`config.mk`:
```
export PLATFORM = sky130hd
export DESIGN_NAME = regfile_writeback_flat
export DESIGN_NICKNAME = d
export VERILOG_FILES = /design/src/rtl/wb_pkg.sv /design/src/rtl/regfile_writeback_if.sv /design/src/rtl/wb_skid_fifo.sv /design/src/rtl/regfile_writeback.sv /design/src/flat_wrapper.sv
export SDC_FILE = /design/constraint.sdc
export NUM_CORES = 1
export LEC_CHECK = 0
export ABC_AREA = 1
export CELL_PAD_IN_SITES_DETAIL_PLACEMENT = 2
export CELL_PAD_IN_SITES_GLOBAL_PLACEMENT = 2
export CORE_MARGIN = 4
export CORE_UTILIZATION = 32
export CTS_BUF_LIST = sky130_fd_sc_hd__clkbuf_2
export DETAILED_ROUTE_END_ITERATION = 10
export PLACE_DENSITY_LB_ADDON = 0.1
export SETUP_SLACK_MARGIN = 0.15
export SYNTH_ARGS = -nofsm -noshare
export SYNTH_HDL_FRONTEND = slang
export SYNTH_SLANG_ARGS = --single-unit
```
`constraint.sdc`:
```
create_clock -name clk -period 6.6 [get_ports clk]
set_input_delay 0.99 -clock clk [delete_from_list [all_inputs] [get_ports clk]]
set_output_delay 0.99 -clock clk [all_outputs]
set_load 0.01 [all_outputs]
```
`src/rtl/wb_pkg.sv`:
```
// Shared types and constants for the register-file writeback block.
package wb_pkg;

    localparam int unsigned DATA_W = 32;
    localparam int unsigned IDX_W  = 5;
    localparam int unsigned NREG   = 2 ** IDX_W;

    typedef struct packed {
        logic [IDX_W-1:0]  rd;
        logic [DATA_W-1:0] data;
    } wb_req_t;

    typedef enum logic [1:0] {IDLE, DRAIN, FULL} wb_state_t;

endpackage

```
`src/rtl/regfile_writeback_if.sv`:
```
// Writeback bus: ALU and load inputs, register-file write port and busy scoreboard.
interface regfile_writeback_if;
    import wb_pkg::*;

    logic              alu_valid;
    logic [IDX_W-1:0]  alu_rd;
    logic [DATA_W-1:0] alu_data;
    logic              alu_ready;
    logic              ld_issue;
    logic [IDX_W-1:0]  ld_issue_rd;
    logic              ld_resp_valid;
    logic [IDX_W-1:0]  ld_resp_rd;
    logic [DATA_W-1:0] ld_resp_data;
    logic              ld_resp_ready;
    logic              reg_write;
    logic [IDX_W-1:0]  write_index;
    logic [DATA_W-1:0] write_data;
    logic [NREG-1:0]   busy;

    modport master (
        output alu_valid, alu_rd, alu_data, ld_issue, ld_issue_rd,
               ld_resp_valid, ld_resp_rd, ld_resp_data,
        input  alu_ready, ld_resp_ready, reg_write, write_index, write_data, busy
    );

    modport slave (
        input  alu_valid, alu_rd, alu_data, ld_issue, ld_issue_rd,
               ld_resp_valid, ld_resp_rd, ld_resp_data,
        output alu_ready, ld_resp_ready, reg_write, write_index, write_data, busy
    );

endinterface

```
`src/rtl/wb_skid_fifo.sv`:
```
// Small FIFO holding ALU results deferred behind load responses; synchronous clear.
module wb_skid_fifo
    import wb_pkg::*;
#(
    parameter int unsigned DEPTH = 2,
    parameter int unsigned CNT_W = $clog2(DEPTH + 1)
) (
    input  logic             clk,
    input  logic             rst,
    input  logic             push,
    input  wb_req_t          push_req,
    input  logic             pop,
    output wb_req_t          head_c,
    output logic [CNT_W-1:0] count
);

    localparam int unsigned PTR_W = (DEPTH > 1) ? $clog2(DEPTH) : 1;

    wb_req_t          mem_q [DEPTH];
    wb_req_t          mem_d [DEPTH];
    logic [PTR_W-1:0] wr_ptr_q, wr_ptr_d;
    logic [PTR_W-1:0] rd_ptr_q, rd_ptr_d;
    logic [CNT_W-1:0] count_q, count_d;

    function automatic logic [PTR_W-1:0] ptr_inc(input logic [PTR_W-1:0] p);
        return (p == PTR_W'(DEPTH - 1)) ? '0 : p + PTR_W'(1);
    endfunction

    always_comb begin
        mem_d    = mem_q;
        wr_ptr_d = wr_ptr_q;
        rd_ptr_d = rd_ptr_q;
        count_d  = count_q + CNT_W'(push) - CNT_W'(pop);
        if (push) begin
            mem_d[wr_ptr_q] = push_req;
            wr_ptr_d        = ptr_inc(wr_ptr_q);
        end
        if (pop) begin
            rd_ptr_d = ptr_inc(rd_ptr_q);
        end
    end

    always_ff @(posedge clk) begin
        if (rst) begin
            wr_ptr_q <= '0;
            rd_ptr_q <= '0;
            count_q  <= '0;
        end else begin
            wr_ptr_q <= wr_ptr_d;
            rd_ptr_q <= rd_ptr_d;
            count_q  <= count_d;
        end
    end

    // Payload storage needs no reset; occupancy is tracked by count_q.
    always_ff @(posedge clk) begin
        mem_q <= mem_d;
    end

    assign head_c = mem_q[rd_ptr_q];
    assign count  = count_q;

endmodule

```
`src/rtl/regfile_writeback.sv`:
```
// Register-file writeback: load/FIFO/ALU priority merge, skid FSM, output register, busy scoreboard.
// Optional WB_CONFLICT_CNT_EN adds a saturating load-vs-ALU conflict counter.
module regfile_writeback
    import wb_pkg::*;
#(
    parameter int unsigned BUF_DEPTH = 2
) (
    input  logic clk,
    input  logic RST,
    regfile_writeback_if.slave wb
`ifdef WB_CONFLICT_CNT_EN
    ,
    output logic [15:0] conflict_cnt
`endif
);

    localparam int unsigned CNT_W = $clog2(BUF_DEPTH + 1);

    wb_state_t         state_q, state_d;
    logic              reg_write_q, reg_write_d;
    logic [IDX_W-1:0]  write_index_q, write_index_d;
    logic [DATA_W-1:0] write_data_q, write_data_d;
    logic [NREG-1:0]   busy_q, busy_d;

    logic [CNT_W-1:0]  fifo_count;
    wb_req_t           fifo_head;
    wb_req_t           alu_req;
    wb_req_t           win_req;
    logic              win_valid;
    logic              push, pop;
    logic              ld_acc, alu_acc, fifo_nempty;

    assign fifo_nempty      = (fifo_count != '0);
    assign wb.alu_ready     = (fifo_count < CNT_W'(BUF_DEPTH)) & ~RST;
    assign wb.ld_resp_ready = ~RST;
    assign ld_acc           = wb.ld_resp_valid & ~RST;
    assign alu_acc          = wb.alu_valid & wb.alu_ready;
    assign alu_req          = '{rd: wb.alu_rd, data: wb.alu_data};

    wb_skid_fifo #(.DEPTH(BUF_DEPTH), .CNT_W(CNT_W)) u_fifo (
        .clk      (clk),
        .rst      (RST),
        .push     (push),
        .push_req (alu_req),
        .pop      (pop),
        .head_c   (fifo_head),
        .count    (fifo_count)
    );

    // Winner select; an accepted ALU result that cannot go direct joins the FIFO tail.
    always_comb begin
        win_valid = 1'b0;
        win_req   = '0;
        push      = 1'b0;
        pop       = 1'b0;
        if (ld_acc) begin
            win_valid = 1'b1;
            win_req   = '{rd: wb.ld_resp_rd, data: wb.ld_resp_data};
            push      = alu_acc;
        end else if (fifo_nempty) begin
            win_valid = 1'b1;
            win_req   = fifo_head;
            pop       = 1'b1;
            push      = alu_acc;
        end else if (alu_acc) begin
            win_valid = 1'b1;
            win_req   = alu_req;
        end
    end

    always_comb begin
        state_d = state_q;
        case (state_q)
            IDLE:  if (push && !pop) state_d = (BUF_DEPTH == 1) ? FULL : DRAIN;
            DRAIN: begin
                if (push && !pop && fifo_count == CNT_W'(BUF_DEPTH - 1)) state_d = FULL;
                else if (pop && !push && fifo_count == CNT_W'(1))        state_d = IDLE;
            end
            FULL:  if (pop && !push) state_d = (BUF_DEPTH == 1) ? IDLE : DRAIN;
            default: state_d = IDLE;
        endcase
    end

    // x0 writes are swallowed: the write port holds its previous index/data.
    always_comb begin
        reg_write_d   = win_valid && (win_req.rd != '0);
        write_index_d = write_index_q;
        write_data_d  = write_data_q;
        if (reg_write_d) begin
            write_index_d = win_req.rd;
            write_data_d  = win_req.data;
        end
        busy_d = busy_q;
        if (ld_acc)      busy_d[wb.ld_resp_rd]  = 1'b0;
        if (wb.ld_issue) busy_d[wb.ld_issue_rd] = 1'b1;
        busy_d[0] = 1'b0;
    end

    always_ff @(posedge clk) begin
        if (RST) begin
            state_q       <= IDLE;
            reg_write_q   <= 1'b0;
            write_index_q <= '0;
            write_data_q  <= '0;
            busy_q        <= '0;
        end else begin
            state_q       <= state_d;
            reg_write_q   <= reg_write_d;
            write_index_q <= write_index_d;
            write_data_q  <= write_data_d;
            busy_q        <= busy_d;
        end
    end

    assign wb.reg_write   = reg_write_q;
    assign wb.write_index = write_index_q;
    assign wb.write_data  = write_data_q;
    assign wb.busy        = busy_q;

`ifdef WB_CONFLICT_CNT_EN
    logic [15:0] conflict_cnt_q, conflict_cnt_d;
    logic        conflict;

    assign conflict = ld_acc & (wb.alu_valid | fifo_nempty);

    always_comb begin
        conflict_cnt_d = conflict_cnt_q;
        if (conflict && conflict_cnt_q != 16'hFFFF) conflict_cnt_d = conflict_cnt_q + 16'd1;
    end

    always_ff @(posedge clk) begin
        if (RST) conflict_cnt_q <= '0;
        else     conflict_cnt_q <= conflict_cnt_d;
    end

    assign conflict_cnt = conflict_cnt_q;
`endif

endmodule
```
`src/flat_wrapper.sv`:
```
// flat-port wrapper written by rule: the top's interface ports become plain ports
module regfile_writeback_flat import wb_pkg::*;
#(
    parameter int unsigned BUF_DEPTH = 2
)
  (clk, RST, wb_alu_valid, wb_alu_rd, wb_alu_data, wb_ld_issue, wb_ld_issue_rd, wb_ld_resp_valid, wb_ld_resp_rd, wb_ld_resp_data, wb_alu_ready, wb_ld_resp_ready, wb_reg_write, wb_write_index, wb_write_data, wb_busy);
  regfile_writeback_if wb_i ();
  input  logic clk;
  input  logic RST;
  input wire logic [$bits(wb_i.alu_valid)-1:0] wb_alu_valid;
  input wire logic [$bits(wb_i.alu_rd)-1:0] wb_alu_rd;
  input wire logic [$bits(wb_i.alu_data)-1:0] wb_alu_data;
  input wire logic [$bits(wb_i.ld_issue)-1:0] wb_ld_issue;
  input wire logic [$bits(wb_i.ld_issue_rd)-1:0] wb_ld_issue_rd;
  input wire logic [$bits(wb_i.ld_resp_valid)-1:0] wb_ld_resp_valid;
  input wire logic [$bits(wb_i.ld_resp_rd)-1:0] wb_ld_resp_rd;
  input wire logic [$bits(wb_i.ld_resp_data)-1:0] wb_ld_resp_data;
  output wire logic [$bits(wb_i.alu_ready)-1:0] wb_alu_ready;
  output wire logic [$bits(wb_i.ld_resp_ready)-1:0] wb_ld_resp_ready;
  output wire logic [$bits(wb_i.reg_write)-1:0] wb_reg_write;
  output wire logic [$bits(wb_i.write_index)-1:0] wb_write_index;
  output wire logic [$bits(wb_i.write_data)-1:0] wb_write_data;
  output wire logic [$bits(wb_i.busy)-1:0] wb_busy;
  assign wb_i.alu_valid = wb_alu_valid;
  assign wb_i.alu_rd = wb_alu_rd;
  assign wb_i.alu_data = wb_alu_data;
  assign wb_i.ld_issue = wb_ld_issue;
  assign wb_i.ld_issue_rd = wb_ld_issue_rd;
  assign wb_i.ld_resp_valid = wb_ld_resp_valid;
  assign wb_i.ld_resp_rd = wb_ld_resp_rd;
  assign wb_i.ld_resp_data = wb_ld_resp_data;
  assign wb_alu_ready = wb_i.alu_ready;
  assign wb_ld_resp_ready = wb_i.ld_resp_ready;
  assign wb_reg_write = wb_i.reg_write;
  assign wb_write_index = wb_i.write_index;
  assign wb_write_data = wb_i.write_data;
  assign wb_busy = wb_i.busy;
  regfile_writeback #(.BUF_DEPTH(BUF_DEPTH)) u_core (.clk(clk), .RST(RST), .wb(wb_i));
endmodule
```
# Word level (Yosys, flattened, before mapping)
# Cells that the tools add are included.
[word_totals]
reg_bits = 148
input_bits = 84
output_inout_bits = 72
wordCells = 63
[op_classes]
add_sub_neg = 4
magnitude_cmp = 8
mux = 24
bitwise_logic = 9
n_reduce_logical = 6
[op_table]
columns = ["cell", "count"]
rows = [
  ["37-bit two-way mux", 7],
  ["74-bit bitwise mux", 1],
  ["32-bit two-way mux", 2],
  ["37-bit demux with 1-bit select", 1],
  ["32-bit AND", 1],
  ["32-bit NOT", 1],
  ["32-bit bitwise OR", 1],
  ["5-bit by 6-bit < comparator with 1-bit output (second input constant)", 2],
  ["1-bit two-way mux", 11],
  ["1-bit demux with 5-bit select", 2],
  ["5-bit by 1-bit greater-or-equal comparator with 1-bit output (second input constant)", 2],
  ["5-bit nonzero test", 1],
  ["2-bit greater-or-equal comparator (second input constant)", 2],
  ["1-bit logical AND", 4],
  ["1-bit NOT with 2-bit output", 2],
  ["1-bit AND", 3],
  ["1-bit adder (second input constant)", 2],
  ["2-bit by 1-bit adder with 2-bit output", 1],
  ["2-bit by 1-bit < comparator with 1-bit output (second input constant)", 1],
  ["2-bit < comparator (second input constant)", 1],
  ["2-bit nonzero test", 1],
  ["2-bit by 1-bit subtractor with 2-bit output", 1],
  ["1-bit NOT", 1],
]

# Logic depth before layout (Yosys ltp)
# Gate-level depths: netlist of the first run.
[depth]
depth_word = 9
ltp_mapped = 13
depth_no_buf = 12

# Hierarchy
# A second synthesis of the first run with hierarchy kept.
[hier_totals]
cells_unflattened = 743
area_unflattened_um2 = 6720.2
[modules_own_cells]
columns = ["module", "instances", "cells_per_inst", "area_per_inst_um2", "seq_area_each_um2"]
rows = [
  ["regfile_writeback", 1, 601, 3772.4, 1381.3],
  ["wb_skid_fifo", 1, 142, 2947.8, 2302.2],
]

# Worst setup path before layout of the first run
# No wires, ideal clock.
[synth_path]
path_kind = "in2reg"
from = "in RST"
to = "reg u_core.u_fifo.mem_q[0] in the netlist's numbering (enable)"
setup_time_ns = 0.433
t_arrival_ns = 3.173
required_time_ns = 6.167
path_slack_ns = 2.994
cell_stages = 5
n_path_buf = 0
cell_sequence = "nor2_1 > nand2_1 > nor2_1 > inv_1 > nor2_1"
[synth_via]
elab_chain_cells = 5
elab_cells_between_ends = 6
classes_between = "mux (2); bitwise (4)"
[synth_rtl]
columns = ["item", "line", "text"]
rows = [
  ["from (decl)", "flat_wrapper.sv:9", "input logic RST;"],
  ["1-bit NOT (*)", "regfile_writeback.sv:34, regfile_writeback.sv:36", ""],
  ["1-bit AND", "regfile_writeback.sv:34", "assign wb.alu_ready = (fifo_count < CNT_W'(BUF_DEPTH)) & ~RST;"],
  ["1-bit AND", "regfile_writeback.sv:37", "assign alu_acc = wb.alu_valid & wb.alu_ready;"],
  ["1-bit two-way mux", "regfile_writeback.sv:60", "end else if (fifo_nempty) begin"],
  ["1-bit two-way mux (*)", "regfile_writeback.sv:56", "if (ld_acc) begin"],
  ["to (signal assigned)", "wb_skid_fifo.sv:57", "mem_q <= mem_d;"],
  ["to (decl)", "wb_skid_fifo.sv:19", "wb_req_t mem_q [DEPTH];"],
]
# Mark *: on every way between the ends. The rest lies on a longest branch, timed or not.
# A chain may end at the register's enable or synchronous reset.

# Worst setup path in the final report of the first run
[layout_path]
from = "in RST"
to = "out wb_ld_resp_ready"
[layout_via]
elab_chain_cells = 1
[layout_rtl]
columns = ["item", "line", "text"]
rows = [
  ["1-bit NOT", "regfile_writeback.sv:35", "assign wb.ld_resp_ready = ~RST;"],
  ["to (decl)", "flat_wrapper.sv:19", "output wire logic [$bits(wb_i.ld_resp_ready)-1:0] wb_ld_resp_ready;"],
]
# No other way between the ends.

==> results of run 1 <==
==> metrics by stage <==
stage / util (%) / power [mW] / hold slack (ns)
2_1_floorplan: - / 1.855 / 0.4941
3_5_place_dp: 41.74 / 2.340 / 0.4790
3_3_place_gp: 41.74 / 2.272 / 0.4649
6_report: 43.28 / 2.916 / 0.4897
4_1_cts: 43.27 / 2.970 / 0.5018
5_1_grt: 43.28 / 3.121 / 0.5268
==> cells by family after synthesis <==
kind of cell / count (synthesis) / share of synthesized area, %
buffers and inverters: 98 / 6.952
AO/OA/AOI/OAI: 103 / 9.122
flip-flops: 147 / 56.54
XOR/XNOR: 1 / 0.1345
other: 1 / 0.05756
AND/OR/NAND/NOR: 421 / 26.81
adder cells (fa/ha/maj): 2 / 0.3840
==> flip-flops by register name (all words and copies together) (netlist names) <==
name,count
u_core.u_fifo.rd_ptr_q,1
u_core.u_fifo.count,2
u_core.wb.reg_write,1
u_core.u_fifo.wr_ptr_q,1
u_core.wb.write_data,32
u_core.u_fifo.mem_q,74
u_core.wb.busy,31
u_core.wb.write_index,5
==> layout by cell type, fill, tap and decap left out <==
master / n
a21oi_1: 36
a22oi_1: 30
and2b_1: 1
buf_4: 6
bufinv_16: 5
clkbuf_2: 18
clkdlybuf4s50_1: 154
clkinv_1: 3
clkinv_2: 2
clkinv_4: 2
clkinvlp_4: 4
conb_1: 1
dfxtp_1: 72
dfxtp_2: 1
diode_2: 1
edfxtp_1: 74
ha_1: 2
inv_1: 58
inv_2: 1
nand2_1: 264
nand2_2: 1
nand3_1: 48
nand3_2: 2
nor2_1: 83
nor2_2: 3
nor2_4: 6
nor2_8: 2
nor2b_4: 1
nor3_1: 10
o21ai_0: 36
o311ai_0: 1
xor2_1: 1
==> cell usage after synthesis, types with 2 or more instances <==
| cell | count | area [um^2] |
|---|---|---|
| nand2_1 | 264 | 991.0 |
| nor2_1 | 85 | 319.1 |
| edfxtp_1 | 74 | 2222 |
| dfxtp_1 | 73 | 1461 |
| inv_1 | 60 | 225.2 |
| nand3_1 | 48 | 240.2 |
| a21oi_1 | 36 | 180.2 |
| o21ai_0 | 36 | 180.2 |
| a22oi_1 | 30 | 225.2 |
| clkbuf_1 | 15 | 56.30 |
| nor3_1 | 10 | 50.05 |
| buf_6 | 9 | 101.4 |
| buf_1 | 7 | 26.28 |
| buf_4 | 4 | 30.03 |
| nor2_2 | 4 | 25.02 |
| nor2_4 | 3 | 33.78 |
| buf_2 | 2 | 10.01 |
| ha_1 | 2 | 25.02 |
| nand3_2 | 2 | 20.02 |
| nor2_8 | 2 | 40.04 |
==> where the power goes <==
| group | leakage (nW) | switching (mW) | internal (mW) |
|---|---|---|---|
| Sequential | 1.27 | 0.0835 | 1.10 |
| Clock | 0.164 | 0.335 | 0.286 |
| Combinational | 1.94 | 0.681 | 0.429 |
==> tightest hold or removal path, cell delays in order, from the launching register on <==
cell	delay, ns
dfxtp_1	0.35
o21ai_0	0.07
a21oi_1	0.06
==> metal layers <==
metal / global-route usage, % / vias to the layer above
met4: 4.805 / 0
met5: 0 / -
li1: - / 2804
met3: 3.221 / 21
met2: 38.33 / 99
met1: 23.88 / 2975
==> final cells by class <==
class	instances	area, um^2	share of cell area (%)
clock inverters	14	211.5	2.478
flip-flops and latches	147	3685	43.18
repair buffers	160	1587	18.59
inverters	61	229.0	2.683
clock buffers	18	90.09	1.056
multi-input cells	528	2399	28.10
diodes	1	2.502	0.02932
well taps	265	331.6	3.885
==> final timing paths <==
check / depth (start not counted) / startpoint / end
setup reg to reg: 11 / u_core.u_fifo.rd_ptr_q / u_core.wb.write_data[14]
hold reg to reg: 2 / u_core.wb.busy[2] / u_core.wb.busy[2]
setup / recovery: 5 / RST / wb_ld_resp_ready
hold / removal: 2 / u_core.wb.busy[2] / u_core.wb.busy[2]
==> reports/metrics.cfg, run 1 <==
[setup_path]
worst_setup_path_start_kind=primary input
cp_slowest_cell=clkdlybuf4s50_1
endpoint_kind=output port
critPathBufInv=5
required_ns=5.61
path_max_fanout=39
critPathMaxStageDelay_ns=0.54
worstPathCellList=clkdlybuf4s50_1, buf_4, clkinv_1, buf_4, clkdlybuf4s50_1
critPathKind=in2out
cpLargestDelayFamily=buffers and inverters
r2r_slack_ns=3.42
arrival_ns=2.87

[placed_design]
dp.cells=1161
place_ws_ns=2.118
hpwl_um=15780
io_buffers=154
place_area_um2=8230
gp_congestion=0.7498

[drt]
vias=5899
routedWlPerCell_um=18.99
first_pass_iters=4
wl_um=22670
maxUsedRoutingLayer=met4
drt_iter0_drc=215
antenna_left=0
drt-met1-wl_um=9859
wl_met2_um=11950
wl_met3_um=598
via_per_inst=4.941
route.detailed.drc=0

[floorplan]
die_height_um=150.7
core_um2=19720
die_w_um=150.7
start_util_pct=33.04
rows=51
dieArea_um2=22710
ios=156

[cts]
clk_pin_slew_ns=0.19
cts_tree=yes
cts_root_buffer=clkbuf_2
clock_latency_ns=0.73
cts_resized=0
clock_path_buffers=2
clock-sinks=147
cts_made_buffers=17
post_cts_buffers=0
holdBufCountCts=0
htree_levels=4

[sta]
fin_skew_ns=0.03179
worst-slew-pin-transition_ns=1.082
finalSetupTns_ns=0
rsz0062_at_grt=false
setup_viol=0
slew_viol_final=0
relSlewSlack_pct=27.66
fmax_mhz=258.8
finalHoldViolCount=0
worst_slack_ns=2.735
finalCriticalPeriod_ns=3.865
final.period_utilization_pct=58.55

[final_layout]
final_area_um2=8534
layout.nets=1001
drive_gt1_share_pct=5.819
final_cells=1194
nFillCells=2213
area_growth_pct=31.00

[global_routing]
antenna_found_initial=1
grt_pass1_wl_um=35420
globalRoute.totalOverflow=0
grt_max_degree=41
grt_usage_pct=20.26
first_global_vias=6753

[synthesis]
synth_seq_area_share_pct=56.54
async_flop_share_pct=0
synth_edf_count=74
yosysUniqueCellTypes=27
ys_warn_count=0
synth_cells=773
synth_flop_cell=edfxtp_1
syn-num-nets=859
syn_area_um2=6515
ys_ff_latch=147
avgSynthCellArea_um2=8.428

[power_and_ir_drop]
peakVddDrop_mv=0.1462
leakage_nw=3.377
pwr_density_cell_nw_per_um2=341.7

[job]
maxCapViolCount=0

[worst_hold_path]
hp-class=reg2reg

[status]
status=finished clean

Note: power is estimated with default switching activity, not from simulation.
==> run 2: changes to the inputs <==
CORE_UTILIZATION = 30   (was 32)
clock period = 3.9 ns   (was 6.6 ns; I/O delays follow)
==> run 2 against run 1 <==
- sequential power up 70%
- via count increased by 0.56%
- setup slack got worse by 1.9 ns
- wire length is 1.6% higher
- clock power rose by 16%
- critical path depth fell by 1
- cell area decreased by 0.40%
- clock skew is 0.0020 ns lower
==> reports/metrics.cfg, run 2 (same netlist as run 1, synthesis figures left out) <==
[cts]
clk_pin_slew_ns=0.22  ; +0.03 ns
clock_latency_ns=0.72  ; about the same
post_cts_buffers=0  ; unchanged
cts_resized=0  ; unchanged
clock-sinks=147  ; unchanged
cts_root_buffer=clkbuf_2
clock_path_buffers=2  ; unchanged
holdBufCountCts=0  ; unchanged
cts_tree=yes
cts_made_buffers=17  ; unchanged
htree_levels=4  ; unchanged

[setup_path]
cp_slowest_cell=clkdlybuf4s50_1
critPathKind=in2out
timing.rr.end=u_core.wb.write_index[0]
required_ns=3.31  ; -2.30 ns
critPathMaxStageDelay_ns=0.65  ; +0.11 ns
worst_setup_path_start_kind=primary input
arrival_ns=2.46  ; -0.41 ns
crit_top_cell=clkdlybuf4s50_1
reg2reg_from=u_core.u_fifo.rd_ptr_q
cpLargestDelayFamily=buffers and inverters
endpoint_kind=output port
worstPathCellList=clkdlybuf4s50_1, inv_1, buf_4, clkdlybuf4s50_1
path_max_fanout=38  ; -2.6%
critPathBufInv=4  ; -1
r2r_slack_ns=1.19  ; -2.23 ns
rr_worst_depth=11  ; unchanged

[worst_hold_path]
hp-class=in2reg
hold_path_end=u_core.u_fifo.mem_q[42]
min_path_cells=1  ; -1
min-delay-start=wb_alu_data[5]

[drt]
via_per_inst=4.898  ; -0.85%
routedWlPerCell_um=19.02  ; +0.18%
vias=5932  ; +0.56%
route.detailed.drc=0  ; unchanged
first_pass_iters=4  ; unchanged
wl_um=23040  ; +1.6%
antenna_left=0  ; unchanged
drt_iter0_drc=311  ; +45%

[final_layout]
final_area_um2=8501  ; -0.40%
multi_input_area_um2=2399  ; unchanged
ff_latch_area_um2=3685  ; unchanged
layout.nets=1008  ; +0.70%
nFillCells=2416  ; +9.2%
largest-register=u_core.u_fifo.mem_q
area_growth_pct=30.48
finalCoreUtilization_pct=40.06  ; -3.2 points
largest_register_ffs=74  ; unchanged
layout_common_cells=264 x nand2_1, 154 x clkdlybuf4s50_1, 83 x nor2_1
layout_commonest_cell=nand2_1
drive_gt1_share_pct=6.310  ; +0.49 points

[sta]
slew_viol_final=0  ; unchanged
final.period_utilization_pct=78.05
finalHoldViolCount=0  ; unchanged
worst-slew-pin-transition_ns=1.181  ; +0.09862 ns
fin_skew_ns=0.02984  ; -0.001952 ns
fmax_mhz=328.5
finalCriticalPeriod_ns=3.044
relSlewSlack_pct=20.66  ; -7.0 points
rsz0062_at_grt=false
finalSetupTns_ns=0  ; unchanged
setup_viol=0  ; unchanged

[floorplan]
core_um2=21220  ; +7.6%
dieArea_um2=24140  ; +6.3%
start_util_pct=30.70  ; -2.3 points
ios=156  ; unchanged
die_height_um=155.4  ; +3.1%
die_w_um=155.4  ; +3.1%
rows=53  ; +3.9%

[global_routing]
first_global_vias=6682  ; -1.1%
grt_pass1_wl_um=36760  ; +3.8%
grt_max_degree=39  ; -4.9%
antenna_found_initial=1  ; unchanged
grt_usage_pct=19.43  ; -0.83 points
globalRoute.totalOverflow=0  ; unchanged

[job]
maxCapViolCount=0  ; unchanged

[placed_design]
hpwl_um=16400  ; +4.0%
io_buffers=154  ; unchanged
place_area_um2=8320  ; +1.1%
gp_congestion=0.7591  ; +1.2%

[power_and_ir_drop]
pwr_density_cell_nw_per_um2=545.7  ; +60%
leakage_nw=3.367  ; -0.30%
peakVddDrop_mv=0.2048  ; +40%
total_power_mw=4.639  ; +59%

[status]
status=finished clean

[run 2: changes by cell type in the layout (fill, tap and decap cells not counted)]
cell / before / now
buf_4: 6 / 11
bufinv_16: 5 / 0
clkinv_2: 2 / 5
buf_12: 0 / 2
clkbuf_2: 18 / 17
clkinv_1: 3 / 4
inv_1: 58 / 59
inv_6: 0 / 1
[run 2: cell type report]
type                       instances  area share, %
clock inverter                    15          1.089
timing repair buffer             167          19.58
multi-input combinational        528          28.22
clock buffer                      17          1.001
tap                              275          4.048
inverter                          61          2.694
sequential                       147          43.35
antenna                            1        0.02944
[run 2: stage by stage]
stage | instances | hold WS [ns] | worst slack [ns]
2_1_floorplan | 773 | 0.4941 | 0.6994
3_3_place_gp | 1178 | 0.4645 | 0.5626
3_5_place_dp | 1178 | 0.4748 | 0.3721
4_1_cts | 1210 | 0.3563 | 0.8086
5_1_grt | 1211 | 0.3349 | 0.7380
6_report | 1211 | 0.4529 | 0.8562
[run 2: worst max-delay path by stage]
stage / start / endpoint / slack [ns] / cells past startpoint
after floorplan: RST / u_core.u_fifo.mem_q[0] / 0.70 / 5
after global placement: RST / u_core.wb.write_index[0] / 0.56 / 12
after detailed placement: RST / u_core.wb.write_index[0] / 0.37 / 12
after CTS: RST / wb_ld_resp_ready / 0.81 / 4
after global routing: RST / wb_ld_resp_ready / 0.74 / 4
final: RST / wb_ld_resp_ready / 0.86 / 4
[run 2: layer usage]
| layer | global-route usage [%] | up-vias | wire length (um) |
|---|---|---|---|
| met5 | 0 | - | 0 |
| met4 | 5.294 | 0 | 306 |
| met3 | 3.449 | 28 | 957 |
| met2 | 34.25 | 145 | 11610 |
| met1 | 24.48 | 2949 | 10160 |
| li1 | - | 2810 | - |
[run 2: where the power goes]
group | total, mW | switching [mW] | internal (mW)
sequential | 2.01 | 0.143 | 1.86
clock | 0.723 | 0.568 | 0.156
combinational | 1.91 | 1.16 | 0.752
[run 2: worst reg2reg max path, stage by stage, from the launching register on]
cell      delay, ns
dfxtp_2        0.37
clkinv_1       0.59
nand2_1        0.25
nand2_1        0.07
nand2_1        0.10
nand2_1        0.05
and2b_1        0.24
nand3_2        0.10
nor2_4         0.30
buf_4          0.37
nor2_1         0.10
nor2_1         0.13
==> run 3: changes to the inputs <==
clock period = 3 ns   (was 3.9 ns; I/O delays follow)
==> run 3 against run 2 <==
- register-to-register slack worse by 0.61 ns
- critical endpoint unchanged
- first-iteration DRC count is 35% lower
- critical path depth did not move
- cell area up 1.9%
- combinational power up 36%
- sequential power grew 29%
- global-route usage hardly changed
- clock skew rose by 0.016 ns
- core utilization rose by 0.78 points
- total power grew 37%
- final cell count rose by 0.66%
==> reports/metrics.cfg, run 3 (same netlist as run 1, synthesis figures left out) <==
[status]
status=finished clean

[final_layout]
layout_commonest_cell=nand2_1
layout_common_cells=264 x nand2_1, 154 x clkdlybuf4s50_1, 83 x nor2_1
nFillCells=2422  ; +0.25%
largest-register=u_core.u_fifo.mem_q
drive_gt1_share_pct=7.317  ; +1.0 points
largest_register_ffs=74  ; unchanged
ff_latch_area_um2=3685  ; unchanged
layout.nets=1016  ; +0.79%
final_area_um2=8666  ; +1.9%
multi_input_area_um2=2399  ; unchanged
area_growth_pct=33.01
finalCoreUtilization_pct=40.84  ; +0.78 points

[cts]
clock-sinks=147  ; unchanged
post_cts_buffers=0  ; unchanged
clock_path_buffers=2  ; unchanged
cts_made_buffers=17  ; unchanged
holdBufCountCts=0  ; unchanged
cts_resized=0  ; unchanged
cts_tree=yes
clk_pin_slew_ns=0.24  ; +0.02 ns
htree_levels=4  ; unchanged
clock_latency_ns=0.72  ; about the same
cts_root_buffer=clkbuf_2

[placed_design]
gp_congestion=0.7743  ; +2.0%
io_buffers=154  ; unchanged
hpwl_um=16430  ; +0.14%
place_area_um2=8431  ; +1.3%

[drt]
first_pass_iters=4  ; unchanged
wl_um=23140  ; +0.45%
route.detailed.drc=0  ; unchanged
drt_iter0_drc=203  ; -35%
routedWlPerCell_um=18.98  ; -0.21%
antenna_left=0  ; unchanged
via_per_inst=4.866  ; -0.66%
vias=5932  ; unchanged

[global_routing]
grt_usage_pct=19.39  ; -0.034 points
first_global_vias=6752  ; +1.0%
grt_pass1_wl_um=36510  ; -0.68%
antenna_found_initial=1  ; unchanged
grt_max_degree=39  ; unchanged
globalRoute.totalOverflow=0  ; unchanged

[sta]
final.period_utilization_pct=84.53
worst-slew-pin-transition_ns=0.7761  ; -0.4049 ns
fmax_mhz=394.3
fin_skew_ns=0.04591  ; +0.01607 ns
finalHoldViolCount=0  ; unchanged
setup_viol=0  ; unchanged
finalCriticalPeriod_ns=2.536
rsz0062_at_grt=false
slew_viol_final=0  ; unchanged
finalSetupTns_ns=0  ; unchanged
relSlewSlack_pct=48.07  ; +27 points

[setup_path]
required_ns=2.55  ; -0.76 ns
endpoint_kind=output port
arrival_ns=2.09  ; -0.37 ns
worst_setup_path_start_kind=primary input
reg2reg_from=u_core.u_fifo.rd_ptr_q
crit_path_start=RST
critPathKind=in2out
path_max_fanout=38  ; unchanged

[floorplan]
core_um2=21220  ; unchanged
dieArea_um2=24140  ; unchanged
die_w_um=155.4  ; unchanged
ios=156  ; unchanged
rows=53  ; unchanged
start_util_pct=30.70  ; unchanged
die_height_um=155.4  ; unchanged

[job]
maxCapViolCount=0  ; unchanged

[power_and_ir_drop]
pwr_density_cell_nw_per_um2=731.9  ; +34%
leakage_nw=3.454  ; +2.6%
total_power_mw=6.342  ; +37%
peakVddDrop_mv=0.2661  ; +30%

[worst_hold_path]
min-delay-start=wb_alu_data[31]
hp-class=in2reg

[run 3: changes by cell type in the layout (fill, tap and decap cells not counted), sizes merged]
cell,delta
clkinvlp,-2
buf,+8
clkinv,-3
bufinv,+2
clkbuf,+3
[run 3: worst max-delay path: stages]
cell and delay (ns):
clkdlybuf4s50_1 0.48, clkinv_1 0.09, buf_4 0.41, clkdlybuf4s50_1 0.64
[run 3: layer usage]
layer  global-route usage [%]  vias up  wire length (um)
li1                         -     2834                 -
met1                    24.51     2982             10410
met2                    34.64      105             11800
met3                    3.227       11               726
met4                    4.502        0               198
met5                        0        -                 0
[run 3: area by class of cell]
type	instances	area share [%]
clock buffer	20	1.155
multi-input combinational	528	27.68
sequential	147	42.52
clock inverter	12	1.530
tap	275	3.971
antenna	1	0.02888
inverter	61	2.642
timing repair buffer	175	20.47
[run 3: metrics by stage]
stage                     hold WS, ns  setup WS (ns)  instances
final                          0.3304         0.4641       1219
after global routing           0.2118         0.3527       1219
after CTS                      0.2269         0.4133       1218
after floorplan                0.4941         0.5537        773
after global placement         0.4639         0.3219       1186
after detailed placement       0.4708         0.2990       1186
[run 3: final timing paths]
| kind | endpoint | slack (ns) | depth (start not counted) |
|---|---|---|---|
| max reg2reg | u_core.wb.write_index[3] | 0.58 | 11 |
| min reg2reg | u_core.wb.busy[10] | 0.50 | 2 |
| min | u_core.u_fifo.mem_q[31] | 0.33 | 1 |
| max | wb_ld_resp_ready | 0.46 | 4 |
[run 3: power breakdown]
group          internal, mW  switching, mW
Sequential             2.42          0.170
Clock                 0.395          0.750
Combinational          1.08           1.53
